$ cat config.mk
export PLATFORM = sky130hd
export DESIGN_NAME = fifo_panel_ctrl
export DESIGN_NICKNAME = d
export VERILOG_FILES = /design/src/rtl/fifo_panel_pkg.sv /design/src/rtl/key_debounce.sv /design/src/rtl/fifo_panel_ctrl.sv
export SDC_FILE = /design/constraint.sdc
export NUM_CORES = 1
export LEC_CHECK = 0
export BUFFER_PORTS_ARGS = -buffer_cell sky130_fd_sc_hd__clkbuf_2
export CORE_MARGIN = 2
export CORE_UTILIZATION = 24
export CTS_CLUSTER_SIZE = 8
export DETAILED_ROUTE_END_ITERATION = 7
export PLACE_DENSITY = 0.49
export SYNTH_ARGS = -nofsm -noshare
export SYNTH_HDL_FRONTEND = slang
export SYNTH_SLANG_ARGS = --single-unit
$ cat constraint.sdc
create_clock -name clock -period 7.9 [get_ports clock]
set_clock_uncertainty 0.15 [all_clocks]
set_input_delay 1.58 -clock clock [delete_from_list [all_inputs] [get_ports clock]]
set_output_delay 1.58 -clock clock [all_outputs]
set_load 0.02 [all_outputs]
$ cat src/rtl/fifo_panel_pkg.sv
// Shared constants for the front-panel FIFO sequencer: FSM state encodings
// and default timing parameters.
package fifo_panel_pkg;

  localparam int TICK_DIV_DEFAULT    = 50000;
  localparam int DEB_SAMPLES_DEFAULT = 4;

  localparam logic [1:0] ST_IDLE    = 2'd0;
  localparam logic [1:0] ST_CAPTURE = 2'd1;
  localparam logic [1:0] ST_ISSUE   = 2'd2;
  localparam logic [1:0] ST_HOLD    = 2'd3;

endpackage

$ cat src/rtl/key_debounce.sv
// One push-button channel: 2-flop synchronizer, tick-sampled history,
// hysteretic debounced level and a one-clock rising-edge press event.
module key_debounce
  import fifo_panel_pkg::*;
#(
  parameter int DEB_SAMPLES = DEB_SAMPLES_DEFAULT
) (
  input  logic clock,
  input  logic reset,
  input  logic tick,
  input  logic key,
  output logic level,
  output logic press
);

  logic                   sync_0;
  logic                   sync_1;
  logic                   level_d;
  logic [DEB_SAMPLES-1:0] history;
  logic [DEB_SAMPLES-1:0] history_next;

  assign history_next = {history[DEB_SAMPLES-2:0], sync_1};

  always_ff @(posedge clock) begin
    if (reset) begin
      sync_0  <= 1'b0;
      sync_1  <= 1'b0;
      history <= '0;
      level   <= 1'b0;
      level_d <= 1'b0;
    end else begin
      sync_0  <= key;
      sync_1  <= sync_0;
      level_d <= level;
      // Level is decided on the freshly shifted history so it moves on the qualifying tick.
      if (tick) begin
        history <= history_next;
        if (&history_next) begin
          level <= 1'b1;
        end else if (~|history_next) begin
          level <= 1'b0;
        end
      end
    end
  end

  assign press = level & ~level_d;

endmodule

$ cat src/rtl/fifo_panel_ctrl.sv
// Front-panel sequencer: sample tick divider, two debounced keys, a
// press/issue/hold FSM producing gated FIFO strobes and a shadow level.
module fifo_panel_ctrl
  import fifo_panel_pkg::*;
#(
  parameter int TICK_DIV    = TICK_DIV_DEFAULT,
  parameter int DEB_SAMPLES = DEB_SAMPLES_DEFAULT,
  parameter int DEPTH       = 128,
  parameter int LVL_W       = 8
) (
  input  logic             clock,
  input  logic             reset,
  input  logic             key_read,
  input  logic             key_write,
  input  logic             fifo_empty,
  input  logic             fifo_full,
  output logic             fifo_read,
  output logic             fifo_write,
  output logic             reject,
  output logic             busy,
  output logic [LVL_W-1:0] level
);

  localparam int               CNT_W   = (TICK_DIV > 1) ? $clog2(TICK_DIV) : 1;
  localparam logic [CNT_W-1:0] CNT_TOP = CNT_W'(TICK_DIV - 1);
  localparam logic [LVL_W-1:0] LVL_MAX = LVL_W'(DEPTH - 1);

  logic [CNT_W-1:0] tick_count;
  logic             tick;
  logic [1:0]       keys;
  logic [1:0]       deb_level;
  logic [1:0]       press;
  logic [1:0]       press_d;
  logic [1:0]       state;
  logic             req_r;
  logic             req_w;
  logic             issue;

  assign tick = (tick_count == CNT_TOP);

  always_ff @(posedge clock) begin
    if (reset || tick) begin
      tick_count <= '0;
    end else begin
      tick_count <= tick_count + CNT_W'(1);
    end
  end

  // Index 0 is the read key, index 1 the write key.
  assign keys = {key_write, key_read};

  generate
    for (genvar gi = 0; gi < 2; gi++) begin : g_key
      key_debounce #(
        .DEB_SAMPLES(DEB_SAMPLES)
      ) u_key (
        .clock(clock),
        .reset(reset),
        .tick (tick),
        .key  (keys[gi]),
        .level(deb_level[gi]),
        .press(press[gi])
      );
    end
  endgenerate

  // Strobes are combinational in ISSUE so the FIFO flags are those of that clock.
  assign issue      = (state == ST_ISSUE) && !reset;
  assign fifo_read  = issue && req_r && (req_w || !fifo_empty);
  assign fifo_write = issue && req_w && (req_r || !fifo_full);
  assign reject     = issue && ((req_r && !fifo_read) || (req_w && !fifo_write));
  assign busy       = (state != ST_IDLE);

  always_ff @(posedge clock) begin
    if (reset) begin
      state   <= ST_IDLE;
      req_r   <= 1'b0;
      req_w   <= 1'b0;
      press_d <= '0;
      level   <= '0;
    end else begin
      press_d <= press;
      case (state)
        ST_IDLE: begin
          if (|press) begin
            state <= ST_CAPTURE;
          end
        end
        ST_CAPTURE: begin
          // A second key landing one clock after the first still counts as a joint press.
          req_r <= press[0] | press_d[0];
          req_w <= press[1] | press_d[1];
          state <= ST_ISSUE;
        end
        ST_ISSUE: begin
          if (fifo_write && !req_r && level != LVL_MAX) begin
            level <= level + LVL_W'(1);
          end else if (fifo_read && !req_w && level != '0) begin
            level <= level - LVL_W'(1);
          end
          state <= ST_HOLD;
        end
        ST_HOLD: begin
          if (~|deb_level) begin
            state <= ST_IDLE;
          end
        end
        default: state <= ST_IDLE;
      endcase
    end
  end

endmodule

==> results of run 1 <==
## through the flow
step	setup WS (ps)	utilization	area (µm²)	hold WS, ps	cells
2_1_floorplan	3885	-	2256	232.8	247
3_3_place_gp	3284	0.2671	2456	238.2	370
3_5_place_dp	3232	0.2671	2456	244.3	370
4_1_cts	3413	0.2774	2551	259.5	378
5_1_grt	3303	0.2774	2551	290.0	378
6_report	3436	0.2774	2551	255.7	378
## flip-flops by register name, summed over array words and instances (netlist names)
| register | count |
|---|---|
| g_key.u_key.history | 6 |
| g_key.u_key.level | 2 |
| g_key.u_key.level_d | 2 |
| g_key.u_key.sync_0 | 2 |
| g_key.u_key.sync_1 | 2 |
| level | 8 |
| press_d | 2 |
| req_r | 1 |
| req_w | 1 |
| state | 2 |
| tick_count | 16 |
## worst max-delay path by stage
stage	startpoint	to	slack (ps)
floorplan	reset	level[6]	3890
global placement	reset	level[6]	3280
detailed placement	reset	level[6]	3230
CTS	reset	reject	3410
global route	reset	level[6]	3300
finish	reset	reject	3440
## metal layers
metal | global-route usage | up-vias
li1 | - | 947
met2 | 0.1472 | 29
met1 | 0.1336 | 861
met4 | 0.04574 | 0
met5 | 0 | -
met3 | 0.02011 | 10
## critical path, stage by stage
cell and delay, ps:
clkbuf_2 470, inv_1 290, and3_1 240, clkbuf_2 150
## power by group
part	total (µW)	internal (µW)	switching (µW)
Clock	152	65.2	87.3
Sequential	238	228	9.48
Combinational	30.7	12.3	18.5
Total	421	306	115
## kinds of logic after synthesis
logic type | count (synthesis)
and+or+nand+nor | 103
AOI/OAI and AO/OA | 51
DFF | 44
buffers and inverters | 17
xor gates and xnor gates | 13
adders and majority gates | 13
muxes | 6
## Yosys cell counts, types with 3 or more instances
cell / instances / share of area
o21a_1: 3 / 0.010
ha_1: 12 / 0.067
xor2_1: 3 / 0.012
nand4_1: 9 / 0.025
dfxtp_1: 44 / 0.39
or2_2: 3 / 0.0083
o211ai_1: 3 / 0.010
a311oi_1: 3 / 0.012
a21o_1: 4 / 0.013
and3_1: 5 / 0.014
nand2_1: 7 / 0.012
nor2b_1: 11 / 0.031
nor2_1: 26 / 0.043
inv_1: 11 / 0.018
xnor2_1: 10 / 0.039
a21oi_1: 12 / 0.027
nand3_1: 8 / 0.018
nor3_1: 9 / 0.020
nor4_1: 4 / 0.011
o21ai_0: 12 / 0.027
or3_1: 3 / 0.0083
clkbuf_1: 3 / 0.0050
mux2i_1: 6 / 0.027
## cells in the final DEF, fill, tap and decap left out, drive strengths merged, types with 7 or more instances in the layout
| cell type | instances |
|---|---|
| dfxtp | 44 |
| o21ai | 12 |
| nor3 | 9 |
| clkbuf | 22 |
| nand2 | 7 |
| nand4 | 10 |
| ha | 12 |
| nor2b | 11 |
| a21oi | 12 |
| inv | 14 |
| xnor2 | 10 |
| nor2 | 27 |
| nand3 | 8 |
## area by class of cell
type,instances,share of cell area
Clock buffer,5,0.02697
Clock inverter,3,0.01030
Inverter,12,0.01864
Multi-Input combinational cell,186,0.5110
Sequential cell,44,0.3453
Tap cell,111,0.05444
Timing Repair Buffer,17,0.03335
==> impl_metrics.json, run 1 <==
{
  "clock_latency_ps": 300,
  "synthAdderAreaFrac": 0.07543,
  "grt-ovfl-total": 0,
  "fillCellCount": 972,
  "grt_max_degree": 30,
  "viasPerCell": 4.886,
  "start_util": 0.2453,
  "grt_usage": 0.09782,
  "grt_antenna_before_repair": 0,
  "syn_inst": 247,
  "hold_class": "register to register",
  "synth_mux_area_frac": 0.02662,
  "grt_first_pass_wirelength_um": 8093,
  "ant_nets": 0,
  "synth_area_mm2": 0.002256,
  "cap_viol_max_count": 0,
  "routed_wl_um": 4581,
  "area_delta_synth_final_pct": 13.09,
  "rsz0062_at_grt": "no",
  "required_ps": 6170,
  "drive_gt1_frac": 0.1311,
  "gp_congestion": 0.8158,
  "min_period_ps": 4464,
  "tns_ps": 0,
  "synth-seq-cells": 44,
  "cts_tree": "built",
  "synth_top_family_by_area": "simple AND/OR/NAND/NOR gates",
  "reg2reg_to": "level[6]",
  "cts_resized": 0,
  "wl_met2_um": 2000,
  "clk_path_buf_depth": 2,
  "antenna_cells": 0,
  "synth_edf_count": 0,
  "hold_viol": 0,
  "synth_compound_area_frac": 0.1697,
  "io_pins": 18,
  "whs_path_depth": 1,
  "synth-simple-area-share": 0.2557,
  "slew_viol_final": 0,
  "multi_input_area_mm2": 0.001304,
  "wl_met3_um": 111,
  "fmax_mhz": 224.0,
  "maxUsedRoutingLayer": "met4",
  "clkSinkCount": 44,
  "core_area_mm2": 0.009196,
  "synth-xor-area-share": 0.05047,
  "synthArstFlopShare": 0,
  "numCtsBuffers": 5,
  "post_cts_buffers": 0,
  "crit_fanout": 29,
  "drt_iter0_markers": 54,
  "rrSetupSlack_ps": 4680,
  "ir_drop_uv": 78.59,
  "power_uw": 421.1,
  "dr.pass1.iters": 4,
  "min_to": "press_d[1]",
  "grt_pass1_vias": 1703,
  "m1WireLength_um": 2344,
  "tightest_slew_ps": 674.6,
  "drc": 0,
  "outcome": "complete, no violations",
  "die_area_mm2": 0.01019,
  "avgSynthCellArea_um2": 9.133,
  "r2r_start": "state[0]",
  "nNetsFinal": 285,
  "hpwl_um": 3234,
  "hold_buffers": 0,
  "endpoint_kind": "output port",
  "finalSetupViolCount": 0,
  "die_h_um": 101.0,
  "path_class": "input pin to output port",
  "ys_warn_count": 0,
  "synth_seq_area_share": 0.3905,
  "critPathLaunchType": "input pin",
  "htree_levels": 2,
  "io_buffer_count": 17,
  "syn_nets": 266,
  "holdCritStartpoint": "g_key[1].u_key.level_d",
  "timing.final.crit_share": 0.5651,
  "worstPathArrival_ps": 2730,
  "slew_headroom": 0.5502,
  "root_buffer": "clkbuf_8",
  "ff_latch_area_um2": 880.8,
  "yosys_most_used_dff": "dfxtp_1",
  "power_leakage_uw": 0.0009781,
  "yosysUniqueCellTypes": 51,
  "path_clk_slew_ps": 100,
  "power.density_mw_per_mm2": 165.1,
  "num_rows": 35,
  "wl_per_cell_um": 12.12,
  "chipWidth_um": 101.0,
  "dr_total_vias": 1847,
  "rr_worst_depth": 10
}
No activity file was read; power rests on OpenSTA's default activity.
==> run 2: changes to the inputs <==
--- a/config.mk
+++ b/config.mk
@@ -10,7 +10,7 @@
 export CORE_UTILIZATION = 24
 export CTS_CLUSTER_SIZE = 8
 export DETAILED_ROUTE_END_ITERATION = 7
-export PLACE_DENSITY = 0.49
+export PLACE_DENSITY = 0.5
 export SYNTH_ARGS = -nofsm -noshare
 export SYNTH_HDL_FRONTEND = slang
 export SYNTH_SLANG_ARGS = --single-unit
==> constraint.sdc (replaced) <==
create_clock -name clock -period 3.64 [get_ports clock]
set_clock_uncertainty 0.15 [all_clocks]
set_input_delay 0.728 -clock clock [delete_from_list [all_inputs] [get_ports clock]]
set_output_delay 0.728 -clock clock [all_outputs]
set_load 0.02 [all_outputs]
==> run 2 against run 1 <==
Total power up 130%. Worst hold slack worse by 15 ps. Global-route usage shrank 0.36 points. Routed wire length is 0.68% lower. Combinational power increased by 120%. Setup slack worse by 2700 ps. Clock power grew to 2.6 times the previous value. Final area grew 1.4%. Die area did not move. Critical path type is now register to register.
==> impl_metrics.json, run 2 (same netlist as run 1, synthesis figures left out) <==
{
  "finalWorstSetupSlack_ps": 777.6,
  "min_to": "press_d[1]",
  "antenna_cells": 0,
  "comb_power_share": 0.069,
  "io_buffer_count": 17,
  "drt_iter0_markers": 67,
  "whs_path_depth": 1,
  "nNetsFinal": 287,
  "layout_commonest_cell": "dfxtp_1",
  "drive_gt1_frac": 0.1375,
  "grt-ovfl-total": 0,
  "outcome": "complete, no violations",
  "hold_buffers": 0,
  "crit_fanout": 14,
  "power_leakage_uw": 0.0009940,
  "power.density_mw_per_mm2": 376.3,
  "clock_power_share": 0.401,
  "top_regs": "tick_count x16, level x8, g_key.u_key.history x6",
  "min_period_ps": 2862,
  "chipWidth_um": 101.0,
  "num_rows": 35,
  "fin_hold_ws_ps": 241.0,
  "required_ps": 3750,
  "critPathLaunchType": "register",
  "fin_area_mm2": 0.002586,
  "power_frac_seq": 0.531,
  "multi_input_area_mm2": 0.001304,
  "worstPathArrival_ps": 2970,
  "crit_family": "simple AND/OR/NAND/NOR gates",
  "slew_viol_final": 0,
  "finalSetupViolCount": 0,
  "fmax_mhz": 349.4,
  "hold_class": "register to register",
  "crit_top_cell": "ha_1",
  "timing.final.crit_share": 0.7864,
  "p_sw_frac": 0.2500,
  "path_clk_slew_ps": 100,
  "p_sw_uw": 243.3,
  "dr_total_vias": 1805,
  "reg2reg_to": "level[6]",
  "final_cell_mix": "dfxtp_1, nor2_1, clkbuf_2",
  "viasPerCell": 4.750,
  "cts_tree": "built",
  "clock_latency_ps": 300,
  "grt_usage": 0.09421,
  "path_class": "register to register",
  "cp_num_buf_inv": 2,
  "die_area_mm2": 0.01019,
  "grt_max_degree": 29,
  "rr_worst_depth": 10,
  "routed_wl_um": 4550,
  "cap_viol_max_count": 0,
  "fillCellCount": 987,
  "grt_first_pass_wirelength_um": 7824,
  "rrSetupSlack_ps": 780,
  "core_area_mm2": 0.009196,
  "wl_per_cell_um": 11.97,
  "cp_cell_sequence": "inv_1 -> ha_1 -> nand3b_1 -> a2111oi_4 -> inv_4 -> ha_1 -> and2b_1 -> or3b_2 -> a32oi_1 -> a31o_1",
  "ir_drop_uv": 143.1,
  "endpoint_kind": "register",
  "dp_slack_ps": 594.9,
  "rsz0062_at_grt": "no",
  "power.internal_uw": 729.9,
  "htree_levels": 2,
  "ff_latch_area_um2": 880.8,
  "start_util": 0.2453,
  "gp_congestion": 0.8130,
  "clkSinkCount": 44,
  "slowest_stage": "or3b_2",
  "postPlaceCellArea_mm2": 0.002471,
  "cts_resized": 0,
  "numCtsBuffers": 5,
  "cp-startpoint": "state[0]",
  "dr.pass1.iters": 4,
  "grt_pass1_vias": 1666,
  "area_delta_synth_final_pct": 14.64,
  "hpwl_um": 3225,
  "largest_register_ffs": 16,
  "power_uw": 973.2,
  "clk_path_buf_depth": 2,
  "tns_ps": 0,
  "die_h_um": 101.0,
  "holdCritStartpoint": "g_key[1].u_key.level_d",
  "drc": 0,
  "root_buffer": "clkbuf_8",
  "r2r_start": "state[0]",
  "io_pins": 18,
  "slew_headroom": 0.5862,
  "cp_slowest_stage_delay_ps": 440,
  "ant_nets": 0,
  "grt_antenna_before_repair": 0,
  "post_cts_buffers": 0,
  "tightest_slew_ps": 618.8,
  "largest-register": "tick_count",
  "hold_viol": 0
}
## run 2: cell types whose count changed in the layout (fill, tap and decap cells not counted)
cell,before,now
buf_4,0,2
bufinv_16,0,1
inv_6,2,1
clkinvlp_4,0,1
clkinv_4,1,0
## run 2: layout make-up
cell class | count | share of cell area
clock inverter | 3 | 0.01790
timing repair buffer | 19 | 0.03870
sequential | 44 | 0.3406
multi-input combinational | 186 | 0.5041
inverter | 12 | 0.01838
clock buffer | 5 | 0.02661
tap | 111 | 0.05370
## run 2: worst register-to-register path, cell delays in order, from the launching register on
cell and delay (ps):
dfxtp_1 340, inv_1 120, ha_1 230, nand3b_1 150, a2111oi_4 300, inv_4 150, ha_1 380, and2b_1 230
or3b_2 440, a32oi_1 210, a31o_1 110
## run 2: how the worst max path moves through the flow
stage | end | cells past startpoint
floorplan | level[6] | 9
global placement | level[6] | 9
detailed placement | level[6] | 9
CTS | level[6] | 10
global route | level[6] | 10
finish | level[6] | 10
## run 2: power by group through the flow
stage,clock [µW],combinational [µW],sequential [µW]
3_5_place_dp,0,67.8,528
3_3_place_gp,0,67.2,527
2_1_floorplan,0,51.9,523
5_1_grt,425,77.7,519
6_report,390,66.8,516
4_1_cts,404,68.0,516
## run 2: per-layer routing
layer  part of all wire  vias up  GRT usage
met5                  0        -          0
met4              0.019        0    0.03950
met3              0.024        6    0.01734
met2               0.44       19     0.1441
met1               0.51      842     0.1298
li1                   -      938          -
## run 2: metrics by stage
| stage | utilization | std cells |
|---|---|---|
| final | 0.2812 | 380 |
| after global placement | 0.2687 | 372 |
| after global routing | 0.2812 | 380 |
| after detailed placement | 0.2687 | 372 |
| after CTS | 0.2812 | 380 |
| after floorplan | - | 247 |
